### src/rtl/score_display.sv
// score_display: renders an N-digit decimal score as scaled ROM glyphs with a frame-coherent BCD display register
module score_display #(
  parameter int DIGITS = 3,
  parameter int SCORE_W = 10,
  parameter int GLYPH_W = 8,
  parameter int GLYPH_H = 11,
  parameter int SCALE_LOG2 = 1,
  parameter int X0 = 16,
  parameter int Y0 = 16,
  parameter logic [11:0] FG_RGB = 12'hFFF,
  parameter int LZB = 1
) (
  input  logic               vga_clk,
  input  logic               Reset,
  input  logic [9:0]         DrawX,
  input  logic [9:0]         DrawY,
  input  logic               blank,
  input  logic               frame_start,
  input  logic [SCORE_W-1:0] score,
  output logic [3:0]         red,
  output logic [3:0]         green,
  output logic [3:0]         blue,
  output logic               digit_on,
  output logic               busy
);
  localparam int GW_LOG2 = $clog2(GLYPH_W);
  localparam int ROM_N = GLYPH_H * 10 * GLYPH_W;
  localparam int AW = $clog2(ROM_N);
  localparam int BCD_W = 4 * DIGITS;
  localparam int SH_W = BCD_W + SCORE_W;
  localparam int CW = $clog2(SCORE_W + 1);
  localparam int BOX_W = (DIGITS * GLYPH_W) << SCALE_LOG2;
  localparam int BOX_H = GLYPH_H << SCALE_LOG2;
  localparam logic [BCD_W-1:0] NINES = {DIGITS{4'h9}};
  localparam logic [879:0] FONT = {
    88'h003C66666E76666666_3C00, 88'h00183818181818181_87E00,
    88'h003C66060C18306066_7E00, 88'h003C66061C06060666_3C00,
    88'h000C1C3C6CCCFE0C0C_1E00, 88'h007E60607C06060666_3C00,
    88'h001C30607C66666666_3C00, 88'h007E66060C18181818_1800,
    88'h003C66663C66666666_3C00, 88'h003C6666663E06060C_3800
  };

  function automatic longint pow10(input int n);
    longint p = 1;
    for (int i = 0; i < n; i++) p = p * 10;
    return p;
  endfunction

  function automatic logic [ROM_N-1:0] build_rom();
    logic [ROM_N-1:0] r;
    r = '0;
    for (int y = 0; y < GLYPH_H && y < 11; y++)
      for (int d = 0; d < 10; d++)
        for (int c = 0; c < GLYPH_W; c++)
          r[y*10*GLYPH_W + d*GLYPH_W + c] = FONT[879 - 8*(d*11 + y) - (c*8)/GLYPH_W];
    return r;
  endfunction

  localparam longint MAX_V = pow10(DIGITS) - 1;
  localparam logic [ROM_N-1:0] ROM = build_rom();

  typedef enum logic [1:0] {IDLE, CONV, LOAD} state_t;

  state_t state_q, state_d;
  logic [SH_W-1:0] sh_q, sh_d, adj;
  logic [CW-1:0] cnt_q, cnt_d;
  logic sat_q, sat_d, busy_q, busy_d;
  logic [BCD_W-1:0] bcd_q, bcd_d;
  logic [9:0] rel_x, rel_y, d_idx;
  logic in_box_d, dblank_d, run;
  logic [3:0] dig;
  logic [AW-1:0] addr_d;
  logic rom_q, in_box_q, dblank_q, blank_q, on_d, on_q;
  logic [11:0] rgb_q;

  // double-dabble conversion sequencing and display register load
  always_comb begin
    state_d = state_q;
    sh_d = sh_q;
    cnt_d = cnt_q;
    sat_d = sat_q;
    bcd_d = bcd_q;
    busy_d = busy_q;
    adj = sh_q;
    for (int i = 0; i < DIGITS; i++)
      adj[SCORE_W + 4*i +: 4] = sh_q[SCORE_W + 4*i +: 4] >= 4'd5 ? sh_q[SCORE_W + 4*i +: 4] + 4'd3 : sh_q[SCORE_W + 4*i +: 4];
    if (state_q == IDLE && frame_start) begin
      state_d = CONV;
      sh_d = SH_W'(score);
      cnt_d = '0;
      sat_d = 64'(score) > MAX_V;
      busy_d = 1'b1;
    end else if (state_q == CONV) begin
      sh_d = adj << 1;
      cnt_d = cnt_q + 1'b1;
      state_d = cnt_q == CW'(SCORE_W - 1) ? LOAD : CONV;
    end else if (state_q == LOAD) begin
      bcd_d = sat_q ? NINES : sh_q[SH_W-1 -: BCD_W];
      busy_d = 1'b0;
      state_d = IDLE;
    end
  end

  // converter state; reset aborts any conversion and clears the display
  always_ff @(posedge vga_clk) begin
    if (Reset) begin
      state_q <= IDLE;
      sh_q <= '0;
      cnt_q <= '0;
      sat_q <= 1'b0;
      bcd_q <= '0;
      busy_q <= 1'b0;
    end else begin
      state_q <= state_d;
      sh_q <= sh_d;
      cnt_q <= cnt_d;
      sat_q <= sat_d;
      bcd_q <= bcd_d;
      busy_q <= busy_d;
    end
  end

  // stage 0: box test, digit select, leading-zero blank and glyph ROM address
  always_comb begin
    rel_x = DrawX - 10'(X0);
    rel_y = DrawY - 10'(Y0);
    in_box_d = 32'(DrawX) >= X0 && 32'(DrawY) >= Y0 && 32'(rel_x) < BOX_W && 32'(rel_y) < BOX_H;
    d_idx = rel_x >> (GW_LOG2 + SCALE_LOG2);
    run = 1'b1;
    dig = '0;
    dblank_d = 1'b0;
    for (int i = 0; i < DIGITS; i++) begin
      run = run & (bcd_q[4*(DIGITS-1-i) +: 4] == 4'd0);
      if (32'(d_idx) == i) begin
        dig = bcd_q[4*(DIGITS-1-i) +: 4];
        dblank_d = (LZB != 0) && (i != DIGITS - 1) && run;
      end
    end
    addr_d = in_box_d ? AW'(32'(rel_y >> SCALE_LOG2) * 10 * GLYPH_W + 32'(dig) * GLYPH_W + 32'(rel_x >> SCALE_LOG2) % GLYPH_W) : '0;
  end

  assign on_d = in_box_q & rom_q & ~dblank_q & blank_q;

  // stage 1 holds the synchronous ROM read and delayed flags; stage 2 the colour outputs
  always_ff @(posedge vga_clk) begin
    if (Reset) begin
      rom_q <= 1'b0;
      in_box_q <= 1'b0;
      dblank_q <= 1'b0;
      blank_q <= 1'b0;
      on_q <= 1'b0;
      rgb_q <= '0;
    end else begin
      rom_q <= ROM[addr_d];
      in_box_q <= in_box_d;
      dblank_q <= dblank_d;
      blank_q <= blank;
      on_q <= on_d;
      rgb_q <= on_d ? FG_RGB : 12'h000;
    end
  end

  assign {red, green, blue} = rgb_q;
  assign digit_on = on_q;
  assign busy = busy_q;
endmodule

### config.mk
export PLATFORM = sky130hd
export DESIGN_NAME = score_display
export DESIGN_NICKNAME = d
export VERILOG_FILES = /design/src/rtl/score_display.sv
export SDC_FILE = /design/constraint.sdc
export NUM_CORES = 1
export LEC_CHECK = 0
export ABC_AREA = 1
export BUFFER_PORTS_ARGS = -buffer_cell sky130_fd_sc_hd__buf_4
export CORE_MARGIN = 1
export CORE_UTILIZATION = 45
export CTS_BUF_LIST = sky130_fd_sc_hd__clkbuf_4 sky130_fd_sc_hd__clkbuf_8
export DETAILED_ROUTE_END_ITERATION = 16
export PLACE_DENSITY = 0.66
export SLEW_MARGIN = 30
export SYNTH_ARGS = -nofsm -noshare
export SYNTH_HDL_FRONTEND = slang
export SYNTH_SLANG_ARGS = --single-unit
### constraint.sdc
create_clock -name vga_clk -period 3.2 [get_ports vga_clk]
set_input_delay 0 -clock vga_clk [delete_from_list [all_inputs] [get_ports vga_clk]]
set_output_delay 0 -clock vga_clk [all_outputs]
set_load 0.02 [all_outputs]
==> out/qor.txt, run 1 <==
WORST SETUP PATH
--------------------------------------------------------------------------------
FF-to-FF Start .................................................... bcd_q[9]$_SDFFE_PP0P_
Endpoint kind of the worst setup timing path ......................         flop
Cell occurring most often along the worst timing path .............      nand2_1
CP peak stage delay ...............................................       410 ps
Launch point of the worst path ....................................     DrawX[5]
Critical Path Source Type .........................................   input port
Largest fanout on the critical path ...............................           11
Required time at the endpoint of the critical path ................      3390 ps
CP Buf/Inv Count ..................................................            4
Setup Crit Path Kind ..............................................    in -> reg
Master of the slowest instance on the critical path ...............         fa_1
Arrival time of the worst setup path ..............................      2890 ps
Delay-heaviest family, CP ......................................... simple AND/OR/NAND/NOR gates

PLACED DESIGN
--------------------------------------------------------------------------------
Routability cong. .................................................        0.892
Placed cell area ..................................................     4010 µm²
Port Buf Inserts ..................................................           45
Setup Slack @ Placement ...........................................       196 ps
Cells after DPL ...................................................          707
Placed wire-length estimate after detailed placement ..............      6.79 mm

TIMING
--------------------------------------------------------------------------------
Max-slew violation total from the final report ....................            0
Min Tclk post-route ...............................................      2700 ps
Setup-failing EPs final ...........................................            0
Worst Slack Setup Final ...........................................       499 ps
Fmax ..............................................................      370 MHz
Worst slew margin relative to its limit ...........................        0.504
Final worst clock skew ............................................      11.9 ps
Fin. Hold Viols ...................................................            0
Slew of the pin with the lowest slew margin .......................       745 ps
Final period utilization ..........................................        0.844
Final-layout setup total negative slack ...........................         0 ps
Unrepaired setup endpoints after global routing ...................           no

YOSYS
--------------------------------------------------------------------------------
Synthesized area ..................................................     3660 µm²
Syn. warnings .....................................................            0
Sequential element share of the synthesized area ..................        0.257
Number of standard cells after synthesis ..........................          581
Average instance area after synthesis .............................     6.30 µm²
Number of synthesized register bits ...............................           47
Count of different cell masters after synthesis ...................           39
Synthesized net count .............................................          642

CTS
--------------------------------------------------------------------------------
Buffers inserted during post-CTS setup optimization ...............            0
Total clock buffers created by CTS ................................            5
Clk pin slew, worst setup/hold paths ..............................        80 ps
Number of H-tree branching levels .................................            2
Clock Sink Count ..................................................           47
Root buffer cell ..................................................     clkbuf_8
CTS tree ..........................................................          yes
CTS resizes .......................................................            0
Clock insertion delay at the later pin of the skew report .........       300 ps
Maximum root-to-sink buffer count .................................            2

POWER
--------------------------------------------------------------------------------
Clock network power share .........................................        0.313
Sw frac ...........................................................        0.312
Cell leakage power ................................................      2.13 nW
Net load switching power ..........................................       511 µW
Total power per unit cell area ....................................   392 nW/µm²
Combinational Power Share .........................................        0.262
Overall power after layout ........................................      1.64 mW
Highest ir drop seen on vdd .......................................       436 µV
Reg power frac ....................................................        0.424
Internal power component ..........................................      1.13 mW

GRT
--------------------------------------------------------------------------------
Global-route wire length before repair ............................      15.1 mm
Gr usage total ....................................................        0.216
Number of antenna violations at the first check in global routing .            0
Vias in the first global route ....................................         3370
Maximum number of pins on one net before global-route repair ......           23
Total gr overflow .................................................            0

ROUTING
--------------------------------------------------------------------------------
Router iterations before antenna repair ...........................            4
DR vias ...........................................................         3656
Number of DRC violations after detailed routing ...................            0
Number of vias per cell ...........................................         5.08
Detailed Route Iter0 Violations ...................................          176
WL per Instance ...................................................      12.4 µm
Total wire length after detailed routing ..........................      8.90 mm
Remaining antenna violation count after routing ...................            0

FLOORPLANNING
--------------------------------------------------------------------------------
Standard cell core area ...........................................     7810 µm²
Initial cell density of the core ..................................        0.469
Die span in y .....................................................      92.2 µm
Area of the die ...................................................     8500 µm²
DIE WIDTH .........................................................      92.2 µm
Count of boundary I/O pins ........................................           48
Std-Cell Rows .....................................................           32

FINISH
--------------------------------------------------------------------------------
Synth-to-layout area growth .......................................        14.3%
FF+latch area .....................................................      941 µm²
Most used cells in the layout excluding fill and tap cells ........ nand2_1, inv_1, buf_4
Most common cell after layout, fill and taps aside ................      nand2_1
Fraction of final layout cells with drive strength greater than 1 .        0.125
Ant diodes ........................................................            0
Final Non-Filler Cells ............................................          719
Final #Nets .......................................................          677
Number of fill cells ..............................................          788
Total area of multi-input combinational cells .....................     2190 µm²
Post-layout instance area .........................................     4180 µm²

RUN STATUS
--------------------------------------------------------------------------------
Result of the run ................................................. finished, final reports clean

FLOW RUN
--------------------------------------------------------------------------------
Max-cap violation count ...........................................            0

WORST HOLD PATH
--------------------------------------------------------------------------------
Class of the worst hold path ......................................    in -> reg
Hold Path Origin ..................................................     score[4]

## cells in the mapped netlist
| master | n | area share |
|---|---|---|
| xor2_1 | 4 | 0.0096 |
| xnor2_1 | 2 | 0.0048 |
| o21ai_1 | 6 | 0.0082 |
| nand4_1 | 4 | 0.0068 |
| o211ai_1 | 11 | 0.023 |
| a22o_1 | 1 | 0.0024 |
| o21a_1 | 1 | 0.0021 |
| a211oi_1 | 1 | 0.0021 |
| clkbuf_1 | 11 | 0.011 |
| o22ai_1 | 3 | 0.0051 |
| inv_2 | 6 | 0.0062 |
| nor3_2 | 1 | 0.0027 |
| nand2_4 | 2 | 0.0062 |
| clkinv_1 | 3 | 0.0031 |
| nor3_1 | 7 | 0.0096 |
| o221ai_1 | 1 | 0.0024 |
| or2_2 | 3 | 0.0051 |
| dfxtp_1 | 47 | 0.26 |
| a22oi_1 | 4 | 0.0082 |
| a21oi_1 | 43 | 0.059 |
| o21ai_0 | 35 | 0.048 |
| fa_1 | 2 | 0.011 |
| inv_1 | 87 | 0.089 |
| nor2_1 | 50 | 0.051 |
| buf_6 | 2 | 0.0062 |
| nor4_1 | 5 | 0.0085 |
| ha_1 | 25 | 0.085 |
| o2bb2ai_1 | 1 | 0.0024 |
| and3_1 | 2 | 0.0034 |
| nand2_1 | 143 | 0.15 |
| a31oi_1 | 1 | 0.0017 |
| o2111ai_1 | 1 | 0.0024 |
| nor2_4 | 5 | 0.015 |
| a221oi_1 | 2 | 0.0048 |
| nor2_2 | 1 | 0.0017 |
| or2_1 | 1 | 0.0017 |
| buf_2 | 2 | 0.0027 |
| buf_4 | 12 | 0.025 |
| nand3_1 | 43 | 0.059 |
## worst reg2reg max path: stages (launching register included)
cell and delay [ps]:
dfxtp_1 340, a22oi_1 200, nand2_1 60, o21ai_0 70
inv_1 60, ha_1 200, fa_1 480, inv_1 40
nor2_1 130, buf_4 190, nand2_1 90, a21oi_1 120
nor2_1 60, nor2_1 80, nor2_1 50, nor2_1 80
nand2_1 50, nand2_1 50, nand2_1 40, nand2_1 50
nor2_1 40
## flip-flops by register name, summed over array words and instances, names as in the netlist, 2 cells and up
| signal | cells |
|---|---|
| cnt_q | 4 |
| state_q | 2 |
| sh_q | 22 |
| bcd_q | 12 |
## kinds of logic after synthesis
kind of cell,synth area share
AND/OR/NAND/NOR,0.318
buffers and inverters,0.143
AO/OA/AOI/OAI,0.171
flip-flops,0.257
adder cells (fa/ha/maj),0.0964
XOR/XNOR,0.0144
## power groups by stage
stage	Combinational [mW]	Sequential (mW)	Clock, mW
after floorplan	0.303	0.698	0
after global placement	0.412	0.706	0
after detailed placement	0.421	0.708	0
after CTS	0.430	0.695	0.525
after global routing	0.496	0.705	0.550
final	0.430	0.696	0.513
## metal layers
layer	GRT usage	vias to the layer above	routed length (µm)
li1	-	1937	-
met1	0.286	1618	4270
met2	0.376	94	4160
met3	0.0290	7	407
met4	0.0378	0	58
met5	0	-	0
## through the flow
step	hold slack, ps	util
floorplan	78.5	-
global placement	218	0.513
detailed placement	223	0.513
CTS	7.52	0.536
global route	35.9	0.536
finish	8.01	0.536
## final timing paths
kind | to | slack [ps] | cells after the start
max | rom_q$_SDFF_PP0_ | 500 | 26
max reg2reg | rom_q$_SDFF_PP0_ | 630 | 20
min | sh_q[4]$_SDFFE_PP0P_ | 8 | 5
min reg2reg | rgb_q[10]$_SDFF_PP0_ | 400 | 1
## area by class of cell
cell class / count / area share
Clock buffer: 6 / 0.0182
Inverter: 96 / 0.0862
Multi-Input combinational cell: 411 / 0.525
Timing Repair Buffer: 55 / 0.101
Sequential cell: 47 / 0.225
Clock inverter: 2 / 0.0144
Tap cell: 102 / 0.0305
## timing repair
action | 4_1_cts | 5_1_grt
endpoints found under the hold margin | 7 | 0
endpoints found under the setup margin | 0 | 0
hold buffers | 4 | 0
No activity file was read; power rests on OpenSTA's default activity.
==> run 2: changes to the inputs <==
--- a/config.mk
+++ b/config.mk
@@ -5,13 +5,13 @@
 export SDC_FILE = /design/constraint.sdc
 export NUM_CORES = 1
 export LEC_CHECK = 0
-export ABC_AREA = 1
+export ABC_AREA = 0
 export BUFFER_PORTS_ARGS = -buffer_cell sky130_fd_sc_hd__buf_4
 export CORE_MARGIN = 1
 export CORE_UTILIZATION = 45
 export CTS_BUF_LIST = sky130_fd_sc_hd__clkbuf_4 sky130_fd_sc_hd__clkbuf_8
 export DETAILED_ROUTE_END_ITERATION = 16
-export PLACE_DENSITY = 0.66
+export PLACE_DENSITY = 0.65
 export SLEW_MARGIN = 30
 export SYNTH_ARGS = -nofsm -noshare
 export SYNTH_HDL_FRONTEND = slang
==> constraint.sdc (replaced) <==
create_clock -name vga_clk -period 2.75 [get_ports vga_clk]
set_input_delay 0 -clock vga_clk [delete_from_list [all_inputs] [get_ports vga_clk]]
set_output_delay 0 -clock vga_clk [all_outputs]
set_load 0.02 [all_outputs]
==> out/qor.txt, run 2 <==
YOSYS
----------------------------------------------------------------------------------
Most common cell in the synthesized netlist .........................       nor2_1
Fraction of synthesis flops using an asynchronous set or reset pin ..            0   unchanged
Count of different cell masters after synthesis .....................           77   +97%
Synthesized area ....................................................     3950 µm²   +8.0%
Adder and majority gate portion of the synthesized area .............       0.0892   -0.00717
Ranking of synthesized cells by area ................................ dfxtp_1, ha_1, nor2_1, mux2i_1, a21oi_1
Post-synthesis xor/xnor area fraction ...............................       0.0389   +0.0246
Sequential element share of the synthesized area ....................        0.238   -0.0191
Number of enable flip-flop cells after synthesis ....................            0   unchanged
Cell taking the most area after synthesis ...........................      dfxtp_1
Post-synth top area share ...........................................        0.238   -0.0191
Synthesized net count ...............................................          550   -14%
Commonest register cell after synthesis .............................      dfxtp_1
Number of standard cells after synthesis ............................          489   -16%
Most numerous cell types in the synthesized netlist ................. nor2_1, dfxtp_1, a21oi_1
Largest family of logic cells by synthesized area ................... compound AO/OA/AOI/OAI gates
Share of the synthesized area in compound gates (AO/OA/AOI/OAI) .....        0.272   +0.101
Portion of netlist area occupied by mux cells .......................       0.0649   +0.0649
Number of synthesized register bits .................................           47   unchanged
Fraction of the mapped netlist area in simple logic gates ...........        0.206   -0.112
Syn. warnings .......................................................            0   unchanged
Average instance area after synthesis ...............................     8.09 µm²   +28%

CTS
----------------------------------------------------------------------------------
Clk pin slew, worst setup/hold paths ................................       100 ps   +20 ps
Maximum root-to-sink buffer count ...................................            2   unchanged
Root buffer cell ....................................................     clkbuf_8
Total clock buffers created by CTS ..................................            5   unchanged
Clock Sink Count ....................................................           47   unchanged
Clock insertion delay at the later pin of the skew report ...........       300 ps   about the same
Number of H-tree branching levels ...................................            2   unchanged
CTS tree ............................................................          yes

GRT
----------------------------------------------------------------------------------
Gr usage total ......................................................        0.256   +0.0403
Number of antenna violations at the first check in global routing ...            0   unchanged
Vias in the first global route ......................................         3707   +10%
Global-route wire length before repair ..............................      18.1 mm   +20%
Total gr overflow ...................................................            0   unchanged
Maximum number of pins on one net before global-route repair ........           32   +39%

WORST SETUP PATH
----------------------------------------------------------------------------------
Largest fanout on the critical path .................................            5   -6
Arrival time of the worst setup path ................................      3040 ps   +150 ps
CP peak stage delay .................................................       370 ps   -40 ps
Cell breakdown of the critical path ................................. mux2_2 > a22oi_1 > nor2_1 > ha_2 > fa_2 > xor2_2 > nand2_2 > a211oi_4 > buf_4 > a311oi_2 > o2111a_1 > o41ai_2 > a31oi_1
Master of the slowest instance on the critical path .................         fa_2
Endpoint kind of the worst setup timing path ........................         flop
Required time at the endpoint of the critical path ..................      2940 ps   -450 ps
Critical Path Source Type ...........................................         flop
Setup Crit Path Kind ................................................   reg -> reg

ROUTING
----------------------------------------------------------------------------------
Total wire length after detailed routing ............................      11.2 mm   +26%
WL per Instance .....................................................      16.4 µm   +32%
Number of vias per cell .............................................         5.85   +15%
Router iterations before antenna repair .............................            5   +1
Detailed Route Iter0 Violations .....................................          249   +41%
Remaining antenna violation count after routing .....................            0   unchanged
Number of DRC violations after detailed routing .....................            0   unchanged
DR vias .............................................................         3996   +9.3%

TIMING
----------------------------------------------------------------------------------
Worst Slack Setup Final .............................................     -96.0 ps   -595 ps
Final worst clock skew ..............................................      12.1 ps   +0.145 ps
Final period utilization ............................................         1.03
Worst slew margin relative to its limit .............................        0.522   +0.0189
Final-layout setup total negative slack .............................     -96.0 ps   -96.0 ps
Max-slew violation total from the final report ......................            0   unchanged
Slew of the pin with the lowest slew margin .........................       716 ps   -28.3 ps
Unrepaired setup endpoints after global routing .....................          yes
Fin. Hold Viols .....................................................            0   unchanged
Fmax ................................................................      351 MHz
Setup-failing EPs final .............................................            1   +1
Min Tclk post-route .................................................      2850 ps

FINISH
----------------------------------------------------------------------------------
Fraction of final layout cells with drive strength greater than 1 ...        0.275   +0.150
Biggest register ....................................................         sh_q
Ant diodes ..........................................................            0   unchanged
Final Non-Filler Cells ..............................................          683   -5.0%
Largest registers ................................................... sh_q x22, bcd_q x12, cnt_q x4
Number of fill cells ................................................          774   -1.8%
Flip-flop count of the largest register, all copies and words added .           22   unchanged
Synth-to-layout area growth .........................................        25.2%
Post-layout instance area ...........................................     4950 µm²   +18%
Most common cell after layout, fill and taps aside ..................        buf_4
Most used cells in the layout excluding fill and tap cells .......... buf_4, nor2_1, dfxtp_1
Final #Nets .........................................................          638   -5.8%

FLOORPLANNING
----------------------------------------------------------------------------------
Area of the die .....................................................     9170 µm²   +7.9%
DIE WIDTH ...........................................................      95.7 µm   +3.9%
Die span in y .......................................................      95.7 µm   +3.9%
Count of boundary I/O pins ..........................................           48   unchanged
Std-Cell Rows .......................................................           33   +3.1%
Initial cell density of the core ....................................        0.474   +0.00530
Standard cell core area .............................................     8340 µm²   +6.8%

POWER
----------------------------------------------------------------------------------
Total power per unit cell area ......................................   305 nW/µm²   -22%
Cell leakage power ..................................................      1.96 nW   -7.6%
Overall power after layout ..........................................      1.51 mW   -7.9%
Highest ir drop seen on vdd .........................................       295 µV   -32%

WORST HOLD PATH
----------------------------------------------------------------------------------
Class of the worst hold path ........................................    in -> reg

RUN STATUS
----------------------------------------------------------------------------------
Result of the run ................................................... finished, violations left
Violated checks ..................................................... setup timing

PLACED DESIGN
----------------------------------------------------------------------------------
Cells after DPL .....................................................          665   -5.9%
Setup Slack @ Placement .............................................      -250 ps   -446 ps
Placed cell area ....................................................     4720 µm²   +18%
Routability cong. ...................................................        0.982   +10%
Placed wire-length estimate after detailed placement ................      8.60 mm   +27%
Port Buf Inserts ....................................................           45   unchanged

FLOW RUN
----------------------------------------------------------------------------------
Max-cap violation count .............................................            0   unchanged

[run 2: cell count changes in the layout (fill, tap and decap cells not counted), sizes merged, moves of 12 or more]
cell / delta
inv: -67
a211oi: +16
buf: +60
nand2b: +12
mux2i: +20
nand3: -31
nand2: -116
[run 2: area by class of cell]
type | instances | area, µm² | area share
clock inverters | 3 | 22.5 | 0.00455
inverters | 27 | 101 | 0.0205
well taps | 105 | 131 | 0.0265
clock buffers | 5 | 68.8 | 0.0139
flip-flops and latches | 47 | 941 | 0.190
multi-input cells | 375 | 2740 | 0.553
repair buffers | 121 | 950 | 0.192
[run 2: cells by family after synthesis]
| group | Yosys count |
|---|---|
| XOR/XNOR | 16 |
| multiplexers | 25 |
| buffers and inverters | 67 |
| adder cells (fa/ha/maj) | 27 |
| AND/OR/NAND/NOR | 159 |
| flip-flops | 47 |
| AO/OA/AOI/OAI | 148 |
[run 2: worst paths after layout]
path / start / to / slack [ps] / cells past startpoint
worst max-delay path: bcd_q[5]$_SDFFE_PP0P_ / rom_q$_SDFF_PP0_ / -100 / 13
worst min-delay path: score[6] / sh_q[6]$_SDFFE_PP0P_ / 20 / 3
worst max register to register: bcd_q[5]$_SDFFE_PP0P_ / rom_q$_SDFF_PP0_ / -100 / 13
worst min register to register: blank_q$_SDFF_PP0_ / rgb_q[10]$_SDFF_PP0_ / 450 / 2
[run 2: per-layer routing]
metal	vias to the layer above	global-route usage	wire, µm
met2	172	0.426	5030
met1	1843	0.337	5000
met5	-	0	0
li1	1946	-	-
met4	0	0.0945	388
met3	35	0.0348	773
[run 2: timing repair]
action / in CTS / in global routing
hold endpoints to repair: 9 / 0
setup buffers: 0 / 0
pin swaps: 4 / 0
resized for setup: 7 / 2
endpoints found under the setup margin: 1 / 1
hold buffers: 10 / 0
[run 2: stage by stage]
step           utilization  hold slack [ps]
3_5_place_dp         0.566              221
4_1_cts              0.593             8.19
5_1_grt              0.593             9.04
2_1_floorplan            -              128
3_3_place_gp         0.566              211
6_report             0.593             16.4
[run 2: power breakdown]
group	switching (mW)	internal, mW
registers	0.0133	0.701
clock network	0.248	0.182
logic	0.192	0.172
total	0.453	1.06
[run 2: worst max-delay path, delay by kind of cell (launching register included)]
kind	cells	cell delay, ps
simple gates	2	160
buf+inv	1	200
xor+xnor	1	180
fa+ha+maj	2	560
mux	1	270
compound gates	6	1050
flops	1	320
